$ cat config.mk
export PLATFORM = sky130hd
export DESIGN_NAME = top_filter
export DESIGN_NICKNAME = d
export VERILOG_FILES = /design/src/rtl/top_filter.sv
export SDC_FILE = /design/constraint.sdc
export NUM_CORES = 1
export LEC_CHECK = 0
export CORE_UTILIZATION = 40
export DETAILED_ROUTE_END_ITERATION = 10
export DONT_BUFFER_PORTS = 1
export SETUP_SLACK_MARGIN = 0.3
export SYNTH_ARGS = -nofsm -noshare
export SYNTH_HDL_FRONTEND = slang
export SYNTH_SLANG_ARGS = --single-unit
$ cat constraint.sdc
create_clock -name clk -period 12 [get_ports clk]
set_input_delay 2.4 -clock clk [delete_from_list [all_inputs] [get_ports clk]]
set_output_delay 2.4 -clock clk [all_outputs]
set_load 0.005 [all_outputs]
$ cat src/rtl/top_filter.sv
// Sample-triggered fixed-coefficient FIR with one shared MAC; TOP_FILTER_SAT_EN selects clamping over wrap.
// Latency: data_out updates NUM_TAPS+1 clocks after the trigger edge clock, held otherwise.
// Backpressure: none; trigger edges arriving while busy are dropped.
module top_filter #(
    parameter int COEF_SIZE = 32,
    parameter int DATA_SIZE = 24,
    parameter int NUM_TAPS  = 8,
    parameter int COEF_FRAC = 30,
    parameter logic [NUM_TAPS*COEF_SIZE-1:0] COEFS =
        {{((NUM_TAPS-2)*COEF_SIZE){1'b0}}, 32'hE000_0000, 32'h2000_0000}
) (
    input  logic                 clk,
    input  logic                 reset,
    input  logic                 sample_trig,
    input  logic [DATA_SIZE-1:0] data_in,
    output logic [DATA_SIZE-1:0] data_out
);

    localparam int PW = DATA_SIZE + COEF_SIZE;
    localparam int IW = $clog2(NUM_TAPS);
    localparam int AW = PW + IW;
    localparam logic [IW-1:0] LAST_IDX = IW'(NUM_TAPS - 1);
    localparam logic signed [AW-1:0] RND_C =
        {{(AW-COEF_FRAC){1'b0}}, 1'b1, {(COEF_FRAC-1){1'b0}}};
    localparam logic signed [AW-1:0] MAX_C =
        {{(AW-DATA_SIZE+1){1'b0}}, {(DATA_SIZE-1){1'b1}}};
    localparam logic signed [AW-1:0] MIN_C =
        {{(AW-DATA_SIZE+1){1'b1}}, {(DATA_SIZE-1){1'b0}}};
    localparam logic [DATA_SIZE-1:0] MAX_D = {1'b0, {(DATA_SIZE-1){1'b1}}};
    localparam logic [DATA_SIZE-1:0] MIN_D = {1'b1, {(DATA_SIZE-1){1'b0}}};

    typedef enum logic [1:0] {IDLE, MAC, OUT} state_t;

    state_t                       state_q, state_d;
    logic                         trig_q, trig_d;
    logic signed [DATA_SIZE-1:0]  x_q [NUM_TAPS];
    logic signed [DATA_SIZE-1:0]  x_d [NUM_TAPS];
    logic signed [AW-1:0]         acc_q, acc_d;
    logic [IW-1:0]                idx_q, idx_d;
    logic [DATA_SIZE-1:0]         data_out_q, data_out_d;

    logic                         trig_edge;
    logic signed [COEF_SIZE-1:0]  coef;
    logic signed [PW-1:0]         prod;
    logic signed [AW-1:0]         prod_ext;
    logic signed [AW-1:0]         rnd_sum;
    logic signed [AW-1:0]         rnd_val;
    logic [DATA_SIZE-1:0]         sat_val;

    assign trig_edge = sample_trig & ~trig_q;
    assign coef      = COEFS[idx_q*COEF_SIZE +: COEF_SIZE];
    assign prod      = coef * x_q[idx_q];
    assign prod_ext  = {{(AW-PW){prod[PW-1]}}, prod};
    assign data_out  = data_out_q;

    // Round half toward +inf, then drop the coefficient fraction.
    always_comb begin
        rnd_sum = acc_q + RND_C;
        rnd_val = rnd_sum >>> COEF_FRAC;
`ifdef TOP_FILTER_SAT_EN
        if (rnd_val > MAX_C) begin
            sat_val = MAX_D;
        end else if (rnd_val < MIN_C) begin
            sat_val = MIN_D;
        end else begin
            sat_val = DATA_SIZE'(rnd_val);
        end
`else
        sat_val = DATA_SIZE'(rnd_val);
`endif
    end

    always_comb begin
        state_d    = state_q;
        trig_d     = sample_trig;
        x_d        = x_q;
        acc_d      = acc_q;
        idx_d      = idx_q;
        data_out_d = data_out_q;
        case (state_q)
            IDLE: begin
                if (trig_edge) begin
                    for (int k = 1; k < NUM_TAPS; k++) begin
                        x_d[k] = x_q[k-1];
                    end
                    x_d[0]  = data_in;
                    acc_d   = '0;
                    idx_d   = '0;
                    state_d = MAC;
                end
            end
            MAC: begin
                acc_d = acc_q + prod_ext;
                idx_d = idx_q + 1'b1;
                if (idx_q == LAST_IDX) begin
                    idx_d   = '0;
                    state_d = OUT;
                end
            end
            OUT: begin
                data_out_d = sat_val;
                state_d    = IDLE;
            end
            default: state_d = IDLE;
        endcase
    end

    always_ff @(posedge clk or posedge reset) begin
        if (reset) begin
            state_q    <= IDLE;
            trig_q     <= 1'b0;
            acc_q      <= '0;
            idx_q      <= '0;
            data_out_q <= '0;
            for (int k = 0; k < NUM_TAPS; k++) begin
                x_q[k] <= '0;
            end
        end else begin
            state_q    <= state_d;
            trig_q     <= trig_d;
            acc_q      <= acc_d;
            idx_q      <= idx_d;
            data_out_q <= data_out_d;
            x_q        <= x_d;
        end
    end

endmodule

# Word-level counts from Yosys, hierarchy flattened

Cells that the tools add are included.

Add/subtract/negate cells: 3
Multiply operators: 1
$lt $le $gt $ge: 1
Eq/ne operators: 5
Shift operators: 1
Mux-type cells: 11
Bitwise logic cells: 3
Reductions and logical operators: 5

Operators by type and width:

| kind                                                                            | number |
|---|---|
| 256-bit by 9-bit variable part select with 32-bit output (first input constant) | 1 |
| 59-bit case mux with 2 select lines                                             | 1 |
| 24-bit binary-select mux with 3-bit select                                      | 1 |
| 59-bit by 56-bit adder with 59-bit output                                       | 1 |
| 59-bit 2-to-1 mux                                                               | 1 |
| 32-bit by 24-bit multiplier with 56-bit output                                  | 1 |
| 54-bit by 31-bit adder with 54-bit output (second input constant)               | 1 |
| 24-bit 2-to-1 mux                                                               | 2 |
| 3-bit 2-to-1 mux                                                                | 2 |
| 3-bit case mux with 2 select lines                                              | 1 |
| 2-bit AND reduction                                                             | 3 |
| 4-bit >= comparator (second input constant)                                     | 1 |
| 2-bit 2-to-1 mux                                                                | 2 |
| 2-bit inequality test (second input constant)                                   | 2 |
| 3-bit NOT with 4-bit output                                                     | 1 |
| 2-bit case mux with 2 select lines                                              | 1 |
| 3-bit by 1-bit adder with 3-bit output (second input constant)                  | 1 |
| 3-bit equality test (second input constant)                                     | 1 |
| 2-bit by 1-bit equality test with 1-bit output (second input constant)          | 1 |
| 2-bit equality test (second input constant)                                     | 1 |
| 2-bit logical NOT                                                               | 1 |
| 2-bit nonzero test                                                              | 1 |
| 1-bit AND                                                                       | 1 |
| 1-bit NOT                                                                       | 1 |

Register bits after elaboration: 281
Input port bits: 27
Output and inout port bits: 24
Logic and storage cells: 43

# Longest topological paths before layout

Word-level depth: 7
Mapped depth: 33
Depth with buffers taken out: 29

# Least setup slack after synthesis

OpenSTA, ideal clock, no wires.

Path kind: register to register
Start: register idx_q[1]
End: register acc_q[52]
Setup time: 0.069 ns
Arrival: 8.193 ns
Slack: 3.738 ns
Stages on the path, launching flop included: 31
Period minus slack after synthesis: 8.262 ns
Cell sequence: dfrtp_1 -> buf_4 -> buf_1 -> buf_2 -> inv_1 -> ha_1 -> nor2b_1 -> clkbuf_1 -> clkbuf_1 -> and2_1 -> fa_1 -> fa_1 -> fa_1 -> buf_2 -> inv_1 -> fa_1 -> inv_1 -> fa_1 -> fa_1 -> inv_1 -> fa_1 -> inv_1 -> ha_1 -> nand2_1 -> or4_1 -> a21oi_2 -> o41ai_2 -> o21ai_2 -> nor2b_1 -> or4_1 -> nand3_1

Longest elaborated chain between the ends: 7

RTL lines:

| element                                                                                          | line | source |
|---|---|---|
| start: declaration                                                                               | 39   | `logic [IW-1:0] idx_q, idx_d;` |
| start signal: assignment                                                                         | 122  | `idx_q <= idx_d;` |
| branches (longest 4 deep; another with 256-bit by 9-bit variable part select with 32-bit output) | n/a  |  |
| 32-bit by 24-bit multiplier with 56-bit output *                                                 | 52   | `assign prod = coef * x_q[idx_q];` |
| 59-bit by 56-bit adder with 59-bit output *                                                      | 93   | `acc_d = acc_q + prod_ext;` |
| 59-bit case mux with 2 select lines *                                                            | 80   | `case (state_q)` |
| end signal: assignment                                                                           | 112  | `acc_q <= '0;` |
| end signal: assignment                                                                           | 121  | `acc_q <= acc_d;` |
| end: declaration                                                                                 | 38   | `logic signed [AW-1:0] acc_q, acc_d;` |

Mark *: on every way between the ends. The select of a mux whose other input is x is not followed.
A chain may end at the register's enable or synchronous reset.

# Final worst setup path

Ends and elaborated chain as after synthesis.

==> impl_results.html <==
<table>
<tr><th>Metric</th><th>Value</th></tr>
<tr><th colspan="2">STA</th></tr>
<tr><td>Crit path setup slack, layout</td><td>3.927 ns</td></tr>
<tr><td>Final count of pins violating max slew</td><td>0</td></tr>
<tr><td>Timing-limited maximum frequency</td><td>roughly 120 MHz</td></tr>
<tr><td>Share of the cycle needed by the critical path after routing</td><td>67.28%</td></tr>
<tr><td>Normalized max-slew margin</td><td>32.24%</td></tr>
<tr><td>Least-Margin Pin Slew</td><td>1.016 ns</td></tr>
<tr><td>Unrepaired setup endpoints after global routing</td><td>no</td></tr>
<tr><td>Count of final hold-check violations</td><td>0</td></tr>
<tr><td>Number of failing setup endpoints in the final timing report</td><td>0</td></tr>
<tr><td>Worst setup skew after layout</td><td>0.01347 ns</td></tr>
<tr><td>Total Neg Setup Slack</td><td>0 ns</td></tr>
<tr><td>Post-layout min period</td><td>around 8.1 ns</td></tr>
<tr><th colspan="2">Setup path</th></tr>
<tr><td>Cell at the slowest stage of the critical path</td><td>sky130_fd_sc_hd__fa_1</td></tr>
<tr><td>Kind of capture point of the worst setup path</td><td>register</td></tr>
<tr><td>Critical Path AT</td><td>8.44 ns</td></tr>
<tr><td>Worst path buffer plus inverter count</td><td>7</td></tr>
<tr><td>Delay of the slowest critical-path stage</td><td>between 0.8 and 0.9 ns</td></tr>
<tr><td>Startpoint of the worst-slack reg-to-reg timing path</td><td>idx_q[1]$_DFFE_PP0P_</td></tr>
<tr><td>Category of cells accounting for the largest share of critical-path delay</td><td>adder cells</td></tr>
<tr><td>Data required time at the worst endpoint</td><td>12.37 ns</td></tr>
<tr><td>Crit path launch</td><td>idx_q[1]$_DFFE_PP0P_</td></tr>
<tr><td>Critical Path Most Common Cell</td><td>sky130_fd_sc_hd__fa_1</td></tr>
<tr><td>Maximum fanout along the worst path</td><td>30</td></tr>
<tr><td>Worst setup path class</td><td>reg2reg</td></tr>
<tr><td>Category of the worst setup path launch point</td><td>register</td></tr>
<tr><th colspan="2">Clocking</th></tr>
<tr><td>Clock slew at reported path FFs</td><td>approximately 0.070 ns</td></tr>
<tr><td>Root buf cell</td><td>sky130_fd_sc_hd__clkbuf_16</td></tr>
<tr><td>Post-CTS Resized</td><td>0</td></tr>
<tr><td>Max H-tree Level</td><td>4</td></tr>
<tr><td>Clock tree from TritonCTS</td><td>done</td></tr>
<tr><td>Hold-fix buffers, CTS</td><td>0</td></tr>
<tr><td>Number of buffers between clock root and the deepest sink</td><td>2</td></tr>
<tr><td>Inserted Clock Buffers</td><td>17</td></tr>
<tr><td>Clock Sink Count</td><td>161</td></tr>
<tr><td>Post CTS Setup Buffer Count</td><td>0</td></tr>
<tr><td>Worst-skew pair later-pin latency</td><td>0.44 ns</td></tr>
<tr><th colspan="2">Final layout</th></tr>
<tr><td>Antenna cell count</td><td>0</td></tr>
<tr><td>Design area</td><td>0.01511 mm^2</td></tr>
<tr><td>Number of non-filler instances in the completed layout</td><td>between 1500 and 2000</td></tr>
<tr><td>Total number of nets in the final design</td><td>~1800</td></tr>
<tr><td>Fraction of layout instances using a drive strength above 1</td><td>5.778%</td></tr>
<tr><td>Synth-to-layout area growth</td><td>7.102%</td></tr>
<tr><th colspan="2">GRT</th></tr>
<tr><td>Overflow left after global routing</td><td>0</td></tr>
<tr><td>Number of antenna violations at the first check in global routing</td><td>0</td></tr>
<tr><td>Number of global-route vias before repair</td><td>9607</td></tr>
<tr><td>Wire length of the first global-routing pass</td><td>47820 um</td></tr>
<tr><td>Pin count of the biggest net entering global routing</td><td>102</td></tr>
<tr><td>GRT Util Overall</td><td>16.62%</td></tr>
<tr><th colspan="2">Die</th></tr>
<tr><td>Area of the die</td><td>0.03604 mm^2</td></tr>
<tr><td>Total I/O pin count</td><td>51</td></tr>
<tr><td>Die height</td><td>189.8 um</td></tr>
<tr><td>Number of placement rows</td><td>68</td></tr>
<tr><td>Die Span X</td><td>about 190 um</td></tr>
<tr><td>Placeable core region</td><td>0.03463 mm^2</td></tr>
<tr><td>Starting Density</td><td>40.75%</td></tr>
<tr><th colspan="2">Placement</th></tr>
<tr><td>Buffers on Ports</td><td>0</td></tr>
<tr><td>Cell count after placement</td><td>1894</td></tr>
<tr><td>Area post-placement</td><td>0.01457 mm^2</td></tr>
<tr><td>Final weighted congestion in routability-driven placement</td><td>0.8600</td></tr>
<tr><td>Pre-CTS WS</td><td>slightly below 4 ns</td></tr>
<tr><td>Post-detail-place hpwl</td><td>21170 um</td></tr>
<tr><th colspan="2">Synth</th></tr>
<tr><td>Dominant combinational cell family by area after synthesis</td><td>adder cells</td></tr>
<tr><td>Adder-cell area share of the yosys netlist</td><td>33.78%</td></tr>
<tr><td>Post-synth EDFFs</td><td>0</td></tr>
<tr><td>Largest area contributor in the netlist</td><td>sky130_fd_sc_hd__dfrtp_1</td></tr>
<tr><td>Dominant cells by area after synthesis</td><td>sky130_fd_sc_hd__dfrtp_1 (29%), sky130_fd_sc_hd__fa_1 (21%), sky130_fd_sc_hd__ha_1 (12%)</td></tr>
<tr><td>#FFs+latches synth</td><td>161</td></tr>
<tr><td>Part of the Yosys area used for sequential elements</td><td>28.55%</td></tr>
<tr><td>Synth Flop Type</td><td>sky130_fd_sc_hd__dfrtp_1</td></tr>
<tr><td>Compound-gate portion of the synthesized area</td><td>5.488%</td></tr>
<tr><td>Xor/xnor cell area share of the yosys netlist</td><td>5.027%</td></tr>
<tr><td>Synth Cell Area</td><td>0.01411 mm^2</td></tr>
<tr><td>Net count of the mapped netlist</td><td>1796</td></tr>
<tr><td>Post-synth cell types</td><td>52</td></tr>
<tr><td>Basic-gate share of the synthesized area counting and, or, nand and nor cells</td><td>between 10% and 20%</td></tr>
<tr><td>Post-synth ARST share</td><td>100.0%</td></tr>
<tr><td>Top-area cell type share of the netlist area</td><td>28.55%</td></tr>
<tr><td>Synth Instances</td><td>1483</td></tr>
<tr><td>Top cells by instance count after synthesis</td><td>sky130_fd_sc_hd__nand2_1 (364), sky130_fd_sc_hd__inv_1 (234), sky130_fd_sc_hd__dfrtp_1 (161)</td></tr>
<tr><td>Most used standard cell by instance count after synthesis</td><td>sky130_fd_sc_hd__nand2_1</td></tr>
<tr><td>Mapped Avg Cell Area</td><td>9.516 um^2</td></tr>
<tr><td>Mux contribution to synthesized area</td><td>under 10%</td></tr>
<tr><td>Synthesis warning total</td><td>0</td></tr>
<tr><th colspan="2">Min path</th></tr>
<tr><td>Path type of the worst min-delay path</td><td>reg2reg</td></tr>
<tr><td>Worst hold path startpoint</td><td>x_q[101]$_DFFE_PP0P_</td></tr>
<tr><th colspan="2">Drt</th></tr>
<tr><td>Antenna Nets Post-Route</td><td>0</td></tr>
<tr><td>Detailed router's first-iteration violation count</td><td>506</td></tr>
<tr><td>Post-detailed-routing wire length</td><td>27250 um</td></tr>
<tr><td>Routed vias</td><td>9227</td></tr>
<tr><td>Number of detailed-routing iterations run before antenna repair</td><td>5</td></tr>
<tr><td>Average detailed-routed wire length per instance</td><td>~14 um</td></tr>
<tr><td>Via/cell ratio</td><td>~4.8</td></tr>
<tr><td># DRC</td><td>0</td></tr>
<tr><th colspan="2">Outcome</th></tr>
<tr><td>Status</td><td>completed</td></tr>
<tr><th colspan="2">Run</th></tr>
<tr><td>Maximum Capacitance Violations</td><td>0</td></tr>
</table>
-- layout by cell type (no fill, tap or decap), types with 3 or more instances in the layout --
master,synthesis,routed
sky130_fd_sc_hd__xor2_1,29,29
sky130_fd_sc_hd__and2_1,28,28
sky130_fd_sc_hd__nor3_1,8,8
sky130_fd_sc_hd__inv_1,234,233
sky130_fd_sc_hd__nand4_1,5,5
sky130_fd_sc_hd__a31oi_1,7,7
sky130_fd_sc_hd__clkbuf_16,0,17
sky130_fd_sc_hd__maj3_1,7,7
sky130_fd_sc_hd__and3_1,7,7
sky130_fd_sc_hd__a21o_1,7,7
sky130_fd_sc_hd__xnor2_1,52,52
sky130_fd_sc_hd__nand2b_1,6,4
sky130_fd_sc_hd__nor2b_1,4,4
sky130_fd_sc_hd__o21ai_0,57,57
sky130_fd_sc_hd__dfrtp_1,161,161
sky130_fd_sc_hd__o31ai_1,3,3
sky130_fd_sc_hd__mux4_2,26,26
sky130_fd_sc_hd__o21a_1,3,3
sky130_fd_sc_hd__buf_4,2,12
sky130_fd_sc_hd__a21oi_1,24,24
sky130_fd_sc_hd__fa_1,149,149
sky130_fd_sc_hd__ha_1,137,137
sky130_fd_sc_hd__o211ai_1,6,6
sky130_fd_sc_hd__nand3_1,42,42
sky130_fd_sc_hd__nand2_1,364,364
sky130_fd_sc_hd__clkinvlp_4,0,3
sky130_fd_sc_hd__nor2_1,28,28
sky130_fd_sc_hd__inv_6,0,5
-- metrics by stage --
stage | utilization, % | hold WS [ns]
6_report | 43.65 | 0.4687
5_1_grt | 43.65 | 0.4940
4_1_cts | 43.65 | 0.4751
3_5_place_dp | 42.07 | 0.4587
3_3_place_gp | 42.07 | 0.4520
2_1_floorplan | - | 0.4406
-- sequential cells by signal (all words and copies together), names as in the netlist --
register,flops
trig_q,1
x_q,100
idx_q,3
data_out,24
state_q,2
acc_q,31
-- logic make-up after synthesis --
group                    count (synthesis)
multiplexers                            29
XOR/XNOR                                81
adder cells (fa/ha/maj)                293
buffers and inverters                  290
flip-flops                             161
AO/OA/AOI/OAI                          127
AND/OR/NAND/NOR                        502
-- per-layer routing --
metal	vias up	GRT usage (%)	wire length (um)	part of all wire, %
met5	-	0	0	0
met1	4448	25.62	14570	53
li1	4622	-	-	-
met3	15	2.675	958	3.5
met2	142	24.14	11510	42
met4	0	4.032	206	0.76
-- final cells by class --
type	count	area, um^2
clock buffer	20	446.7
clock inverter	12	98.84
fill	3275	19510
inverter	234	883.3
multi-input combinational	1032	8997
sequential	161	4029
tap	455	569.3
timing repair buffer	12	90.09
-- tightest hold or removal path, stage by stage, from the launching register on --
cell	delay, ns
sky130_fd_sc_hd__dfrtp_1	0.34
sky130_fd_sc_hd__nand2_1	0.05
sky130_fd_sc_hd__nand2_1	0.05
-- worst paths after layout --
| check | slack, ns | to | depth (start not counted) |
|---|---|---|---|
| setup / recovery | 3.93 | acc_q[52]$_DFFE_PP0P_ | 26 |
| hold / removal | 0.47 | x_q[101]$_DFFE_PP0P_ | 2 |
| setup reg to reg | 3.93 | acc_q[52]$_DFFE_PP0P_ | 26 |
| hold reg to reg | 0.47 | x_q[101]$_DFFE_PP0P_ | 2 |
| max in group asynchronous | 8.58 | x_q[104]$_DFFE_PP0P_ | 2 |
| min in group asynchronous | 1.97 | acc_q[24]$_DFFE_PP0P_ | 1 |
Power is left out: the tool's default activity adds up to more than one toggle a clock period on the data nets, which glitch-free logic cannot reach.
